### src/rtl/piso_stream_if.sv
// piso_stream_if: handshake bundle for the piso_stream serialiser.
//   load side : load_valid/load_ready, load_data (DEPTH words flattened,
//               word i at [i*DATA_WID +: DATA_WID]), load_len, load_dir
//   out side  : out_valid/out_ready, out_data, out_last
//   status    : busy, remaining
// master = frame producer / serial consumer side, slave = the serialiser.
interface piso_stream_if #(
  parameter int DATA_WID = 8,
  parameter int DEPTH    = 5,
  parameter int CNT_W    = $clog2(DEPTH + 1)
) ();
  logic                      load_valid;
  logic                      load_ready;
  logic [DEPTH*DATA_WID-1:0] load_data;
  logic [CNT_W-1:0]          load_len;
  logic                      load_dir;
  logic                      out_valid;
  logic                      out_ready;
  logic [DATA_WID-1:0]       out_data;
  logic                      out_last;
  logic                      busy;
  logic [CNT_W-1:0]          remaining;

  modport master (
    output load_valid, load_data, load_len, load_dir, out_ready,
    input  load_ready, out_valid, out_data, out_last, busy, remaining
  );

  modport slave (
    input  load_valid, load_data, load_len, load_dir, out_ready,
    output load_ready, out_valid, out_data, out_last, busy, remaining
  );
endinterface

### src/rtl/piso_stream.sv
// piso_stream: parallel-in/serial-out word serialiser.
// Accepts a frame of up to DEPTH words (length clamped to DEPTH, zero-length
// frames are accepted and dropped) and emits it one word per accepted beat,
// ascending or descending, flagging the last word. A new frame may load on
// the same edge the previous frame's last word is taken.
// Ports:
//   clk   - clock, rising edge
//   rst_n - asynchronous active-low reset
//   bus   - piso_stream_if.slave (load handshake, serial handshake, status)
//
// state | meaning
// IDLE  | no frame held, load_ready=1, outputs zero
// SHIFT | emitting mem[ptr], rem words left including the current one
module piso_stream #(
  parameter int DATA_WID = 8,
  parameter int DEPTH    = 5,
  parameter int CNT_W    = $clog2(DEPTH + 1)
) (
  input  logic         clk,
  input  logic         rst_n,
  piso_stream_if.slave bus
);
  localparam int              PTR_W   = $clog2(DEPTH);
  localparam logic [CNT_W-1:0] DEPTH_C = CNT_W'(DEPTH);
  localparam logic [CNT_W-1:0] ONE_C   = CNT_W'(1);

  typedef enum logic {IDLE, SHIFT} state_t;

  state_t              state_q, state_d;
  logic [DATA_WID-1:0] mem_q [DEPTH];
  logic [PTR_W-1:0]    ptr_q, ptr_d;
  logic [CNT_W-1:0]    rem_q, rem_d;
  logic                dir_q, dir_d;

  logic [CNT_W-1:0]    len_eff;
  logic [PTR_W-1:0]    ptr_start;
  logic                in_shift;
  logic                beat;
  logic                load_fire;
  logic                start;

  assign len_eff   = (bus.load_len > DEPTH_C) ? DEPTH_C : bus.load_len;
  // only meaningful when len_eff != 0, which is the only case it is used
  assign ptr_start = bus.load_dir ? PTR_W'(len_eff - ONE_C) : '0;

  assign in_shift      = (state_q == SHIFT);
  assign bus.out_valid = in_shift;
  assign bus.out_last  = in_shift && (rem_q == ONE_C);
  assign bus.out_data  = in_shift ? mem_q[ptr_q] : '0;
  assign bus.busy      = in_shift;
  assign bus.remaining = in_shift ? rem_q : '0;

  assign beat           = in_shift && bus.out_ready;
  // taking the last word frees the array on this very edge
  assign bus.load_ready = (state_q == IDLE) || (beat && bus.out_last);
  assign load_fire      = bus.load_valid && bus.load_ready;
  assign start          = load_fire && (len_eff != '0);

  always_comb begin
    state_d = state_q;
    rem_d   = rem_q;
    ptr_d   = ptr_q;
    dir_d   = dir_q;
    if (start) begin
      state_d = SHIFT;
      rem_d   = len_eff;
      dir_d   = bus.load_dir;
      ptr_d   = ptr_start;
    end else if (beat) begin
      if (bus.out_last) begin
        // covers both "no load" and a zero-length load on the last beat
        state_d = IDLE;
        rem_d   = '0;
        ptr_d   = '0;
      end else begin
        rem_d = rem_q - ONE_C;
        ptr_d = dir_q ? (ptr_q - PTR_W'(1)) : (ptr_q + PTR_W'(1));
      end
    end
  end

  always_ff @(posedge clk or negedge rst_n) begin
    if (!rst_n) begin
      state_q <= IDLE;
      rem_q   <= '0;
      ptr_q   <= '0;
      dir_q   <= 1'b0;
      for (int i = 0; i < DEPTH; i++) begin
        mem_q[i] <= '0;
      end
    end else begin
      state_q <= state_d;
      rem_q   <= rem_d;
      ptr_q   <= ptr_d;
      dir_q   <= dir_d;
      if (start) begin
        for (int i = 0; i < DEPTH; i++) begin
          mem_q[i] <= bus.load_data[i*DATA_WID +: DATA_WID];
        end
      end
    end
  end
endmodule

### src/flat_wrapper.sv
// flat-port wrapper written by rule: the top's interface ports become plain ports
module piso_stream_flat 
#(
  parameter int DATA_WID = 8,
  parameter int DEPTH    = 5,
  parameter int CNT_W    = $clog2(DEPTH + 1)
)
  (clk, rst_n, bus_load_valid, bus_load_data, bus_load_len, bus_load_dir, bus_out_ready, bus_load_ready, bus_out_valid, bus_out_data, bus_out_last, bus_busy, bus_remaining);
  piso_stream_if #(.DATA_WID(DATA_WID), .DEPTH(DEPTH), .CNT_W(CNT_W)) bus_i ();
  input  logic clk;
  input  logic rst_n;
  input wire logic [$bits(bus_i.load_valid)-1:0] bus_load_valid;
  input wire logic [$bits(bus_i.load_data)-1:0] bus_load_data;
  input wire logic [$bits(bus_i.load_len)-1:0] bus_load_len;
  input wire logic [$bits(bus_i.load_dir)-1:0] bus_load_dir;
  input wire logic [$bits(bus_i.out_ready)-1:0] bus_out_ready;
  output wire logic [$bits(bus_i.load_ready)-1:0] bus_load_ready;
  output wire logic [$bits(bus_i.out_valid)-1:0] bus_out_valid;
  output wire logic [$bits(bus_i.out_data)-1:0] bus_out_data;
  output wire logic [$bits(bus_i.out_last)-1:0] bus_out_last;
  output wire logic [$bits(bus_i.busy)-1:0] bus_busy;
  output wire logic [$bits(bus_i.remaining)-1:0] bus_remaining;
  assign bus_i.load_valid = bus_load_valid;
  assign bus_i.load_data = bus_load_data;
  assign bus_i.load_len = bus_load_len;
  assign bus_i.load_dir = bus_load_dir;
  assign bus_i.out_ready = bus_out_ready;
  assign bus_load_ready = bus_i.load_ready;
  assign bus_out_valid = bus_i.out_valid;
  assign bus_out_data = bus_i.out_data;
  assign bus_out_last = bus_i.out_last;
  assign bus_busy = bus_i.busy;
  assign bus_remaining = bus_i.remaining;
  piso_stream #(.DATA_WID(DATA_WID), .DEPTH(DEPTH), .CNT_W(CNT_W)) u_core (.clk(clk), .rst_n(rst_n), .bus(bus_i));
endmodule
### config.mk
export PLATFORM = sky130hd
export DESIGN_NAME = piso_stream_flat
export DESIGN_NICKNAME = d
export VERILOG_FILES = /design/src/rtl/piso_stream_if.sv /design/src/rtl/piso_stream.sv /design/src/flat_wrapper.sv
export SDC_FILE = /design/constraint.sdc
export NUM_CORES = 1
export LEC_CHECK = 0
export CAP_MARGIN = 20
export CORE_AREA = 2 2 85 87
export DETAILED_ROUTE_END_ITERATION = 10
export DIE_AREA = 0 0 87 89
export GPL_TIMING_DRIVEN = 0
export PLACE_DENSITY = 0.64
export SYNTH_ARGS = -nofsm -noshare
export SYNTH_HDL_FRONTEND = slang
export SYNTH_SLANG_ARGS = --single-unit
### constraint.sdc
create_clock -name clk -period 1.9 [get_ports clk]
set_clock_uncertainty 0.05 [all_clocks]
set_input_delay 0.19 -clock clk [delete_from_list [all_inputs] [get_ports clk]]
set_output_delay 0.19 -clock clk [all_outputs]
set_load 0.05 [all_outputs]
Yosys cells after proc, flatten, opt, wreduce, memory -nomap -nowiden
Index checks and enable logic that the tools add are counted.
{"block": "word_totals", "reg_bits": 48, "latch_bits": 0, "ramBits": 0, "romBits": 0, "input_bits": 48, "out_inout_bits": 15, "wordCells": 45, "mem_count": 0}
{"block": "classes", "n_addsub": 4, "multipliers": 0, "n_div": 0, "order_cmp": 2, "n_eq_ne": 1, "shifts": 0, "mux": 17, "bitwise_logic": 2, "reduce_logical": 10}
{"cell": "3-bit two-way mux", "count": 10}
{"cell": "8-bit binary-select mux with 3-bit select", "count": 1}
{"cell": "8-bit two-way mux", "count": 3}
{"cell": "3-bit by 1-bit subtractor with 3-bit output, second input constant", "count": 3}
{"cell": "1-bit logical AND", "count": 5}
{"cell": "4-bit greater-or-equal comparator, second input constant", "count": 1}
{"cell": "3-bit inverter with 4-bit output", "count": 1}
{"cell": "2-bit nonzero test", "count": 2}
{"cell": "3-bit by 1-bit adder with 3-bit output, second input constant", "count": 1}
{"cell": "3-bit by 1-bit == test with 1-bit output, second input constant", "count": 1}
{"cell": "3-bit > comparator, second input constant", "count": 1}
{"cell": "1-bit two-way mux", "count": 3}
{"cell": "3-bit nonzero test", "count": 1}
{"cell": "2-bit AND reduction", "count": 1}
{"cell": "1-bit logical OR", "count": 1}
{"cell": "1-bit inverter", "count": 1}

Depth between registers and ports, before layout
{"block": "depth", "word_depth": 8, "mapped_depth": 10, "mapped_depth_nobuf": 8}

Worst setup path before layout
Ideal clock, no wire load.
{"block": "synth_path", "path_type": "reg-to-output", "start": "register u_core.state_q (netlist: u_core.bus.busy)", "end": "output bus_out_data[0]", "t_arrival_ns": 1.725, "path_slack_ns": -0.065, "path_stages_with_launch": 4, "cell_sequence": "dfrtp_1 > inv_1 > clkbuf_1 > nor2_1"}
{"block": "synth_between", "elab_chain_len": 1}
{"item": "start: declaration", "line": "piso_stream.sv:29", "text": "state_t state_q, state_d;"}
{"item": "start signal: assignment", "line": "piso_stream.sv:92", "text": "state_q <= state_d;"}
{"item": "8-bit two-way mux", "line": "piso_stream.sv:49", "text": "assign bus.out_data = in_shift ? mem_q[ptr_q] : '0;"}
{"item": "end: declaration", "line": "flat_wrapper.sv:19", "text": "output wire logic [$bits(bus_i.out_data)-1:0] bus_out_data;"}
Every way passes these cells.

Worst setup path in the final report
{"block": "layout_path", "start": "register u_core.ptr_q[0]", "end": "output bus_out_data[4]"}
{"block": "layout_between", "elab_chain_len": 5}
{"item": "start: declaration", "line": "piso_stream.sv:31", "text": "logic [PTR_W-1:0] ptr_q, ptr_d;"}
{"item": "start signal: assignment", "line": "piso_stream.sv:94", "text": "ptr_q <= ptr_d;"}
{"item": "3-bit inverter with 4-bit output (implied by the code)", "line": "piso_stream.sv:49"}
{"item": "8-bit binary-select mux with 3-bit select", "line": "piso_stream.sv:49"}
{"item": "8-bit two-way mux (implied by the code) (2 in a row)", "line": "piso_stream.sv:49"}
{"item": "8-bit two-way mux", "line": "piso_stream.sv:49"}
Every way passes these cells. The select of a mux whose other input is x is not followed.

==> Flow_metrics.wiki <==
{| class="wikitable"
! Metric !! Value
|-
| Run status || finished, violations left
|-
| Violations in the final reports || negative setup slack
|-
| Net switching power || 2.42 mW
|-
| Clk root buf || clkbuf_8
|-
| Detailed-route wire length || 5.45 mm
|-
| Maximum VDD drop || 0.648 mV
|-
| Post-route cell area || 3420 µm²
|-
| Synth Net Count || 222
|-
| Number of inserted filler cells in the final layout || 603
|-
| Total negative slack || -1.06 ns
|-
| Last weighted congestion value of the routability-driven placer || 0.737
|-
| I/O pin total || 63
|-
| Part of the total power dissipated in combinational logic || 58.2%
|-
| Switching part of the total power || 40.6%
|-
| Area of the core || 6720 µm²
|-
| First-pass GRT wire length || 8.51 mm
|-
| Warning count from the yosys run || 0
|-
| All-layer global routing usage || 14.8%
|-
| Number of global-route vias before repair || 1647
|-
| Top-area cell type share of the netlist area || 51.3%
|-
| Distinct cells, synth || 37
|-
| Die Outline Area || 7740 µm²
|-
| Maximum number of buffers from clock root to sink || 2
|-
| Final critical-path required period || 2.07 ns
|-
| Arrival time reported for the critical path endpoint || 1.83 ns
|-
| Most frequent cells in the layout || dfrtp_1 (46), clkdlybuf4s50_1 (43), mux2_2 (40)
|-
| Area of the multi-input gates || 1090 µm²
|-
| Worst Hold Margin || 0.149 ns
|-
| Number of enable flip-flop cells after synthesis || 0
|-
| Cell internal pwr || 3.54 mW
|-
| Synth area leader || dfrtp_1
|-
| Maximum cell stage delay along the critical path || 0.54 ns
|-
| Most common cell after layout, fill and taps aside || dfrtp_1
|-
| Slew @ Worst Pin || 0.484 ns
|-
| Final number of max-transition violations || 0
|-
| Residual DRC || 0
|-
| Areal power density over the cells || 1750 nW/µm²
|-
| Clk Latency, worst-skew pair || 0.30 ns
|-
| Initial drt markers || 63
|-
| Clk sinks || 48
|-
| # placed instances || 312
|-
| Diodes inserted || 0
|-
| Critical-path top delay cell || mux4_2
|-
| Area taken by flip-flops and latches || 1200 µm²
|-
| Buffers on Ports || 62
|-
| CTS tree || yes
|-
| Proportion of synthesized chip area in sequential cells || 51.3%
|-
| Number of violations of the max-capacitance limit || 0
|-
| Number of buffers created by CTS || 5
|-
| Number of antenna violations at the first check in global routing || 0
|-
| Final clock period utilization by the worst path || 109%
|-
| Synthesized cell area || 2340 µm²
|-
| Post-synthesis average cell area || 13.9 µm²
|-
| Initial cell density of the core || 34.9%
|-
| Worst setup EP type || output pin
|-
| Post-Syn Instances || 169
|-
| Drt first pass iters || 4
|-
| Instance area at placement || 3080 µm²
|-
| Leading register cell type out of synthesis || dfrtp_1
|-
| Data required, critical path || 1.66 ns
|-
| Detail-routed via count per cell || 4.95
|-
| Post-route setup slack || -0.167 ns
|-
| Fmax || 484 MHz
|-
| Setup repair after global routing missed its margin || true
|-
| Number of placement rows || 30
|-
| Ys async rst share || 100%
|-
| Chip height || 89 µm
|-
| Final net count || 306
|-
| Proportion of power drawn by flip-flops and latches || 30.9%
|-
| Top area cells in the synthesized netlist || dfrtp_1 (51%), mux2_2 (19%), mux4_2 (7.7%), a22oi_1 (2.9%), ha_1 (2.1%)
|-
| Share of power burned in the clock network || 10.8%
|-
| Number of antenna-violating nets in the routed design || 0
|-
| Final Hold Fails || 0
|-
| Critical path cell sequence || clkbuf_16 > mux4_2 > a22oi_1 > nor2_1 > buf_6
|-
| Worst setup SP type || flop
|-
| Detailed-placement wirelength estimate || 3.89 mm
|-
| Layout cells sized above 1 || 43.3%
|-
| Clock slew seen by the registers of the worst setup and hold paths || 0.09 ns
|-
| Average wire per cell in the routed design || 16.3 µm
|-
| Leak || 1.47 nW
|-
| Max-slew headroom || 67.9%
|-
| Final instance count without filler cells || 334
|-
| Total via count after detailed routing || 1653
|-
| Type of the worst min-delay path || input pin to flop
|-
| Horizontal die dimension || 87 µm
|-
| Top fanout value on the critical path || 4
|-
| Path type of the worst setup path || flop to output pin
|-
| Gr ovfl total || 0
|-
| R2r setup slk || 0.07 ns
|-
| Count of H-tree levels built during CTS || 2
|-
| Synthesized flop and latch total || 48
|-
| Maximum number of pins on one net before global-route repair || 35
|-
| Setup-violating endpoint count in the final report || 8
|-
| Area added between synthesis and finish || 45.8%
|}
power by group through the flow:
stage	sequential, mW	clock [mW]	combinational, mW
after floorplan	1.77	0	2.27
after global routing	1.91	0.703	3.69
final	1.84	0.645	3.47
after CTS	1.83	0.655	3.39
after detailed placement	1.84	0	3.13
after global placement	1.82	0	3.08
path summary, 6_finish.rpt:
kind                                         startpoint                      endpoint  cells past startpoint
max in group asynchronous                         rst_n   u_core.bus.busy$_DFFE_PN0P_                      3
max reg2reg                 u_core.rem_q[1]$_DFFE_PN0P_  u_core.mem_q[34]$_DFFE_PN0P_                      7
min                                     bus_load_len[2]   u_core.rem_q[2]$_DFFE_PN0P_                      2
min in group asynchronous                         rst_n  u_core.mem_q[39]$_DFFE_PN0P_                      2
min reg2reg                u_core.mem_q[35]$_DFFE_PN0P_  u_core.mem_q[35]$_DFFE_PN0P_                      1
max                         u_core.ptr_q[0]$_DFFE_PN0P_               bus_out_data[4]                      5
logic make-up after synthesis:
group | Yosys count | share of synthesized area [%]
and+or+nand+nor | 28 | 6.51
adders and majority gates | 5 | 2.99
buffers and inverters | 17 | 4.59
xor gates and xnor gates | 2 | 0.748
DFF | 48 | 51.3
muxes | 48 | 26.9
AOI/OAI and AO/OA | 21 | 6.99
routing by layer:
metal,global-route usage [%],part of all wire [%],vias up
met5,0,0,-
met3,4.16,5.4,9
met4,4.12,1.6,0
met2,22.8,45,46
met1,20.5,48,817
li1,-,-,781
stage by stage:
step	util, %	setup WS, ns	power, mW
6_report	50.8	-0.167	5.96
4_1_cts	49.9	-0.137	5.87
2_1_floorplan	-	-0.0653	4.04
3_5_place_dp	45.8	-0.606	4.97
5_1_grt	50.8	-0.214	6.30
3_3_place_gp	45.6	-0.830	4.89
synth_stat cells, drive strengths merged, types with 4 or more instances:
cell   number
dfrtp      48
mux2       40
nor2       11
a22oi       9
mux4        8
nand2       8
buf         7
inv         7
ha          4
state kept, by name, indices dropped and copies added (netlist names):
| signal | cells |
|---|---|
| u_core.bus.busy | 1 |
| u_core.mem_q | 40 |
| u_core.dir_q | 1 |
| u_core.rem_q | 3 |
| u_core.ptr_q | 3 |
cell type report:
cell class	instances	share of cell area (%)
Sequential cell	48	35.2
Multi-Input combinational cell	104	31.9
Timing Repair Buffer	77	23.2
Buffer	9	3.11
Tap cell	80	2.93
Clock buffer	7	2.53
Inverter	8	0.916
Clock inverter	1	0.220
what timing repair did:
item,4_1_cts,5_1_grt
pin swaps,1,3
setup endpoints to repair,62,21
setup buffers,9,2
endpoints found under the hold margin,14,0
gates resized for setup,91,9
gates cloned,1,1
hold buffers,1,0
critical path, delay by kind of cell (launching register included):
kind	cells	cell delay, ns
AOI/OAI and AO/OA	1	0.16
buffers and inverters	2	0.33
DFF	1	0.44
muxes	1	0.54
and+or+nand+nor	1	0.07
Power figures use the tool's default switching activity.
